===== config.mk =====
export PLATFORM = sky130hd
export DESIGN_NAME = silly_sweep_ctrl
export DESIGN_NICKNAME = d
export VERILOG_FILES = /design/src/rtl/silly_pkg.sv /design/src/rtl/silly_settle_timer.sv /design/src/rtl/silly_sweep_ctrl.sv
export SDC_FILE = /design/constraint.sdc
export NUM_CORES = 1
export LEC_CHECK = 0
export CAP_MARGIN = 20
export CORE_MARGIN = 3
export CORE_UTILIZATION = 50
export CTS_BUF_LIST = sky130_fd_sc_hd__clkbuf_4 sky130_fd_sc_hd__clkbuf_8 sky130_fd_sc_hd__clkbuf_16
export CTS_CLUSTER_SIZE = 8
export DETAILED_ROUTE_END_ITERATION = 6
export PLACE_DENSITY = 0.81
export SYNTH_ARGS = -nofsm -noshare
export SYNTH_HDL_FRONTEND = slang
export SYNTH_SLANG_ARGS = --single-unit

===== constraint.sdc =====
create_clock -name clk -period 2.1 [get_ports clk]
set_input_delay 0.63 -clock clk [delete_from_list [all_inputs] [get_ports clk]]
set_output_delay 0.63 -clock clk [all_outputs]
set_load 0.05 [all_outputs]

===== src/rtl/silly_pkg.sv =====
// Shared types and defaults for the silly1 sweep sequencer.
package silly_pkg;

  localparam int DATA_W_DEFAULT     = 8;
  localparam int RST_CYCLES_DEFAULT = 4;

  typedef enum logic [2:0] {
    IDLE,
    DRST,
    APPLY,
    SETTLE,
    REPORT,
    DONE
  } sweep_state_t;

  function automatic int max_int(input int a, input int b);
    return (a > b) ? a : b;
  endfunction

endpackage


===== src/rtl/silly_settle_timer.sv =====
// Loadable down-counter shared by the silly1 reset hold and the per-vector settle wait.
module silly_settle_timer #(
  parameter int W = 8
) (
  input  logic         clk,
  input  logic         rst,
  input  logic         load,
  input  logic         en,
  input  logic [W-1:0] load_val,
  output logic         zero
);

  logic [W-1:0] count;

  // Load wins over decrement; the count parks at zero rather than wrapping.
  always_ff @(posedge clk) begin
    if (rst) begin
      count <= '0;
    end else if (load) begin
      count <= load_val;
    end else if (en && (count != '0)) begin
      count <= count - W'(1);
    end
  end

  assign zero = (count == '0);

endmodule


===== src/rtl/silly_sweep_ctrl.sv =====
// Closed-loop sweep sequencer: resets silly1, walks ui_in from first_val to last_val,
// and hands each (stimulus, response) pair downstream over valid/ready.
module silly_sweep_ctrl
  import silly_pkg::*;
#(
  parameter int DATA_W     = DATA_W_DEFAULT,
  parameter int RST_CYCLES = RST_CYCLES_DEFAULT,
  parameter int SETTLE_W   = 8
) (
  input  logic                clk,
  input  logic                rst,
  input  logic                start,
  input  logic                abort,
  input  logic [DATA_W-1:0]   first_val,
  input  logic [DATA_W-1:0]   last_val,
  input  logic [SETTLE_W-1:0] settle,
  output logic                dut_rst_n,
  output logic [DATA_W-1:0]   dut_ui_in,
  input  logic [DATA_W-1:0]   dut_uo_out,
  output logic                res_valid,
  input  logic                res_ready,
  output logic [DATA_W-1:0]   res_stim,
  output logic [DATA_W-1:0]   res_resp,
  output logic                busy,
  output logic                done
);

  // The timer must hold both the reset hold count and the widest settle value.
  localparam int TW = max_int(SETTLE_W, $clog2(RST_CYCLES + 1));

  sweep_state_t         state;
  sweep_state_t         next_state;
  logic [DATA_W-1:0]    vec;
  logic [DATA_W-1:0]    last_q;
  logic [SETTLE_W-1:0]  settle_q;
  logic                 tmr_load;
  logic                 tmr_en;
  logic [TW-1:0]        tmr_load_val;
  logic                 tmr_zero;

  silly_settle_timer #(
    .W (TW)
  ) u_timer (
    .clk      (clk),
    .rst      (rst),
    .load     (tmr_load),
    .en       (tmr_en),
    .load_val (tmr_load_val),
    .zero     (tmr_zero)
  );

  always_ff @(posedge clk) begin
    if (rst) begin
      state <= IDLE;
    end else begin
      state <= next_state;
    end
  end

  // Abort overrides every other transition out of a busy state.
  always_comb begin
    next_state   = state;
    tmr_load     = 1'b0;
    tmr_en       = 1'b0;
    tmr_load_val = '0;
    case (state)
      IDLE: begin
        if (start && !abort) begin
          next_state   = DRST;
          tmr_load     = 1'b1;
          tmr_load_val = TW'(RST_CYCLES - 1);
        end
      end
      DRST: begin
        if (tmr_zero) begin
          next_state = APPLY;
        end else begin
          tmr_en = 1'b1;
        end
      end
      APPLY: begin
        next_state   = SETTLE;
        tmr_load     = 1'b1;
        tmr_load_val = TW'(settle_q);
      end
      SETTLE: begin
        if (tmr_zero) begin
          next_state = REPORT;
        end else begin
          tmr_en = 1'b1;
        end
      end
      REPORT: begin
        if (res_ready) begin
          next_state = (vec == last_q) ? DONE : APPLY;
        end
      end
      DONE: begin
        next_state = IDLE;
      end
      default: begin
        next_state = IDLE;
      end
    endcase
    if (abort && (state != IDLE)) begin
      next_state = IDLE;
    end
  end

  // Sweep bookkeeping and the silly1 drive/capture registers only move on real transitions.
  always_ff @(posedge clk) begin
    if (rst) begin
      vec       <= '0;
      last_q    <= '0;
      settle_q  <= '0;
      dut_rst_n <= 1'b0;
      dut_ui_in <= '0;
      res_stim  <= '0;
      res_resp  <= '0;
    end else begin
      if ((state == IDLE) && (next_state == DRST)) begin
        vec      <= first_val;
        last_q   <= last_val;
        settle_q <= settle;
      end
      if ((state == REPORT) && (next_state == APPLY)) begin
        vec <= vec + DATA_W'(1);
      end
      if ((state == APPLY) && (next_state == SETTLE)) begin
        dut_ui_in <= vec;
        dut_rst_n <= 1'b1;
      end else if ((next_state == IDLE) || (next_state == DRST)) begin
        dut_rst_n <= 1'b0;
      end
      if ((state == SETTLE) && (next_state == REPORT)) begin
        res_stim <= vec;
        res_resp <= dut_uo_out;
      end
    end
  end

  assign busy      = (state != IDLE);
  assign done      = (state == DONE);
  assign res_valid = (state == REPORT);

endmodule


# Word-level counts from Yosys, hierarchy flattened
# Cells that the tools add are included.
[word_totals]
wordCells = 58
ff_bits = 60
out_inout_bits = 28
input_bits = 37
[classes]
reduce_logical = 18
eq_ne = 10
addsub = 2
mux = 19
[op_table]
columns = ["op", "count"]
rows = [
  ["$mux W8", 4],
  ["$mux W3", 6],
  ["$pmux W8 S2", 1],
  ["$pmux W3 S5", 1],
  ["$eq A3 B2 Y1 const B", 4],
  ["$eq A3 B3 Y1 const B", 3],
  ["$add A8 B1 Y8 const B", 1],
  ["$eq A8 B8 Y1", 1],
  ["$logic_not A8 Y1", 1],
  ["$reduce_bool A8 Y1", 1],
  ["$sub A8 B1 Y8 const B", 1],
  ["$logic_and A1 B1 Y1", 7],
  ["$eq A3 B1 Y1 const B", 2],
  ["$logic_not A3 Y1", 2],
  ["$reduce_bool A2 Y1", 3],
  ["$mux W1", 5],
  ["$reduce_bool A3 Y1", 1],
  ["$mux W2", 1],
  ["$pmux W1 S2", 1],
  ["$reduce_or A2 Y1", 1],
  ["$logic_not A1 Y1", 1],
  ["$logic_or A1 B1 Y1", 1],
]

# Longest topological paths before layout
[logic_depth]
ltp_word = 9
depth_mapped = 9

# Hierarchy
# From an unflattened synthesis, not the netlist that was laid out.
[unflattened]
hier_cells = 347
area_unflattened_um2 = 2806.4
[by_module_without_submodules]
columns = ["module", "seq_area_each_um2", "cells_per_inst", "n_inst", "area_per_inst_um2"]
rows = [
  ["silly_sweep_ctrl", 1041.0, 288, 1, 2290.9],
  ["silly_settle_timer", 160.2, 59, 1, 515.5],
]

# Worst setup path after synthesis
# No wires, ideal clock.
[synth_timing]
kind = "register to output"
from = "register state[2]"
to = "output done"
t_arrival_ps = 1304
required_time_ps = 1470
stages_incl_launch_ff = 4
slack_ps = 166
path_cell_list = "dfxtp_1 -> clkbuf_1 -> nand2_1 -> nor2_1"
[synth_via]
elab_chain_cells = 1
[synth_rtl]
columns = ["element", "line", "rtl"]
rows = [
  ["from (decl)", "silly_sweep_ctrl.sv:31", "sweep_state_t state;"],
  ["from (signal assigned)", "silly_sweep_ctrl.sv:56", "state <= next_state;"],
  ["$eq A3 B3 Y1", "silly_sweep_ctrl.sv:143", "assign done = (state == DONE);"],
  ["to (decl)", "silly_sweep_ctrl.sv:25", "output logic done"],
]
# No other way between the ends.

# Final worst setup path
[layout_timing]
from = "register state[1]"
to = "output res_valid"
[layout_via]
elab_chain_cells = 1
[layout_rtl]
columns = ["element", "line", "rtl"]
rows = [
  ["$eq A3 B3 Y1", "silly_sweep_ctrl.sv:144", "assign res_valid = (state == REPORT);"],
  ["to (decl)", "silly_sweep_ctrl.sv:20", "output logic res_valid,"],
]
# No other way between the ends.

==> results.toml <==
[hold_path]
hp-class = "reg -> reg"

[place]
port_buffers = 64
placed_cell_area_um2 = 3618
dp_hpwl_um = 5384
place_ws_ns = -0.2918
place_congestion = 0.8976

[worst_setup_path]
crit_chain = "nor2_1 > and2_1 > buf_12"
crit_type = "reg -> out"
cp_max_fo = 9
end_kind = "output pin"
crit_buf_inv = 1
cp_top_family = "flip-flops"
worstSetupStartpointType = "flop"
cpMaxStageDelayCell = "dfxtp_1"
required_ns = 1.47
slowest_delay_ns = 0.55
arrival_ns = 1.40

[die]
die_h_um = 80.97
core_area_um2 = 5270
initial_core_util_pct = 53.32
io_pins = 65
dieWidth_um = 80.97
die-area_um2 = 6556
rows = 26

[timing]
period_needed_ns = 2.029
slew_viol_final = 0
worst_pin_slew_ns = 0.5489
finalCritPeriodShare_pct = 96.63
rsz0062_at_grt = "false"
fmax_mhz = 492.8
fin_ws_ns = 0.07077
setup_viol = 0
hold_violations = 0
whs_ns = 0.4587
skew_ns = 0.006247
maxSlewHeadroom_pct = 63.33
fin_setup_tns_ns = 0

[clock_tree]
root_buffer = "clkbuf_8"
cts_max_level = 3
cts_tree = "done"
cts.clk_slew.worst_paths_ns = 0.07
cts_max_path_buffers = 2
clk_latency_ns = 0.34
postCtsHoldBufs = 0
cts_sinks = 60
numCtsBuffers = 9

[final_layout]
diodes = 0
stdcell_area_um2 = 3892
final_cell_mix = "nand2_1, dfxtp_1, buf_4"
num-nets-final = 479
layout_commonest_cell = "nand2_1"
layout-drive-gt1-share_pct = 21.85
fillers = 433
area_growth_pct = 38.51

[yosys]
yosysSeqAreaShare_pct = 42.74
syn_nets = 397
syn_area_um2 = 2810
ys_warn_count = 0
synth-seq-cells = 60
synth_top_area_cell = "dfxtp_1"
yosysTopAreaCellShare_pct = 42.74
synthCells = 357
yosys-top-cells-area = "dfxtp_1, nand2_1, a21oi_1, xnor2_1, nor2_1"
syn_area_per_cell_um2 = 7.872
synth_cell_types = 45

[route]
wire_per_inst_um = 15.05
route.vias.total = 2783
vias_per_cell = 5.414
first_pass_iters = 4
drt_iter0_drc = 179
drc = 0
antenna_left = 0
routed_wl_um = 7738

[global_route]
grt_usage_pct = 24.48
grt-ovfl-total = 0
grt_pass1_vias = 2717
antenna_found_initial = 0
grt_max_degree = 25
grt_pass1_wl_um = 12310

[run_status]
outcome = "completed"

[power_and_ir_drop]
peakVddDrop_uv = 493.0
power_mw = 3.111
p_leak_nw = 1.481
power_density_nw_per_um2 = 799.2

[job]
maxCapViolations = 0
-- per-stage QoR --
step,utilization (%),cells
floorplan,-,357
global placement,68.66,495
detailed placement,68.66,495
CTS,72.93,511
global route,73.86,514
finish,73.86,514
-- cells by family after synthesis --
group / synth area share, %
multiplexers: 0.4007
AND/OR/NAND/NOR: 25.11
XOR/XNOR: 4.052
flip-flops: 42.74
adder cells (fa/ha/maj): 1.336
buffers and inverters: 5.654
AO/OA/AOI/OAI: 20.70
-- tightest hold or removal path, stage by stage (launching register included) --
cell and delay, ns:
dfxtp_1 0.31, nand2_1 0.05, a21oi_1 0.05
-- report_power, final --
part | total (mW) | switching (mW) | internal (mW)
clock network | 1.16 | 0.488 | 0.673
logic | 0.670 | 0.354 | 0.316
registers | 1.28 | 0.0774 | 1.20
-- path summary, 6_finish.rpt --
check / slack, ns / depth (start not counted) / start / to
worst max-delay path: 0.07 / 3 / state[1] / res_valid
worst min-delay path: 0.46 / 2 / dut_ui_in[3] / dut_ui_in[3]
worst max register to register: 0.17 / 5 / vec[1] / vec[0]
worst min register to register: 0.46 / 2 / dut_ui_in[3] / dut_ui_in[3]
-- Yosys cell counts (all sizes together) --
| library cell | count |
|---|---|
| o31ai | 1 |
| clkbuf | 10 |
| o211ai | 1 |
| ha | 3 |
| xnor2 | 12 |
| inv | 9 |
| and2 | 5 |
| a22oi | 4 |
| a311oi | 4 |
| o311a | 1 |
| nor2 | 17 |
| o2111ai | 1 |
| or2 | 4 |
| nand4 | 7 |
| and3b | 1 |
| nor4 | 1 |
| dfxtp | 60 |
| o41ai | 2 |
| a2111oi | 1 |
| o21ai | 3 |
| mux2 | 1 |
| o2111a | 3 |
| nand2 | 102 |
| and3 | 3 |
| a211oi | 8 |
| or3 | 2 |
| a21o | 3 |
| nor3 | 6 |
| a2bb2oi | 1 |
| buf | 15 |
| nand3 | 4 |
| nor2b | 2 |
| nor3b | 2 |
| nand2b | 1 |
| a21oi | 54 |
| a31oi | 2 |
| xor2 | 1 |
-- registers in the layout, summed over array words and instances, names as in the netlist --
register,count
vec,8
u_timer.count,8
res_resp,8
last_q,8
settle_q,8
dut_ui_in,8
dut_rst_n,1
res_stim,8
state,3
-- final cells by class --
type                    instances  area (µm²)  share of cell area (%)
clock inverters                 7       101.3                   2.604
inverters                       9       33.78                  0.8679
well taps                      70       87.58                   2.250
clock buffers                   9       123.9                   3.182
repair buffers                 96       870.8                   22.37
multi-input cells             263        1471                   37.80
flip-flops and latches         60        1204                   30.92
-- what timing repair did --
item / 4_1_cts / 5_1_grt
setup endpoints to repair: 0 / 6
buffers inserted: 0 / 3
resized for setup: 0 / 8
-- per-layer routing --
layer	track usage [%]	part of all wire [%]
met1	30.14	43
met3	5.654	5.8
met2	40.64	49
met5	0	0
met4	10.98	2.1
No activity file was read; power rests on OpenSTA's default activity.
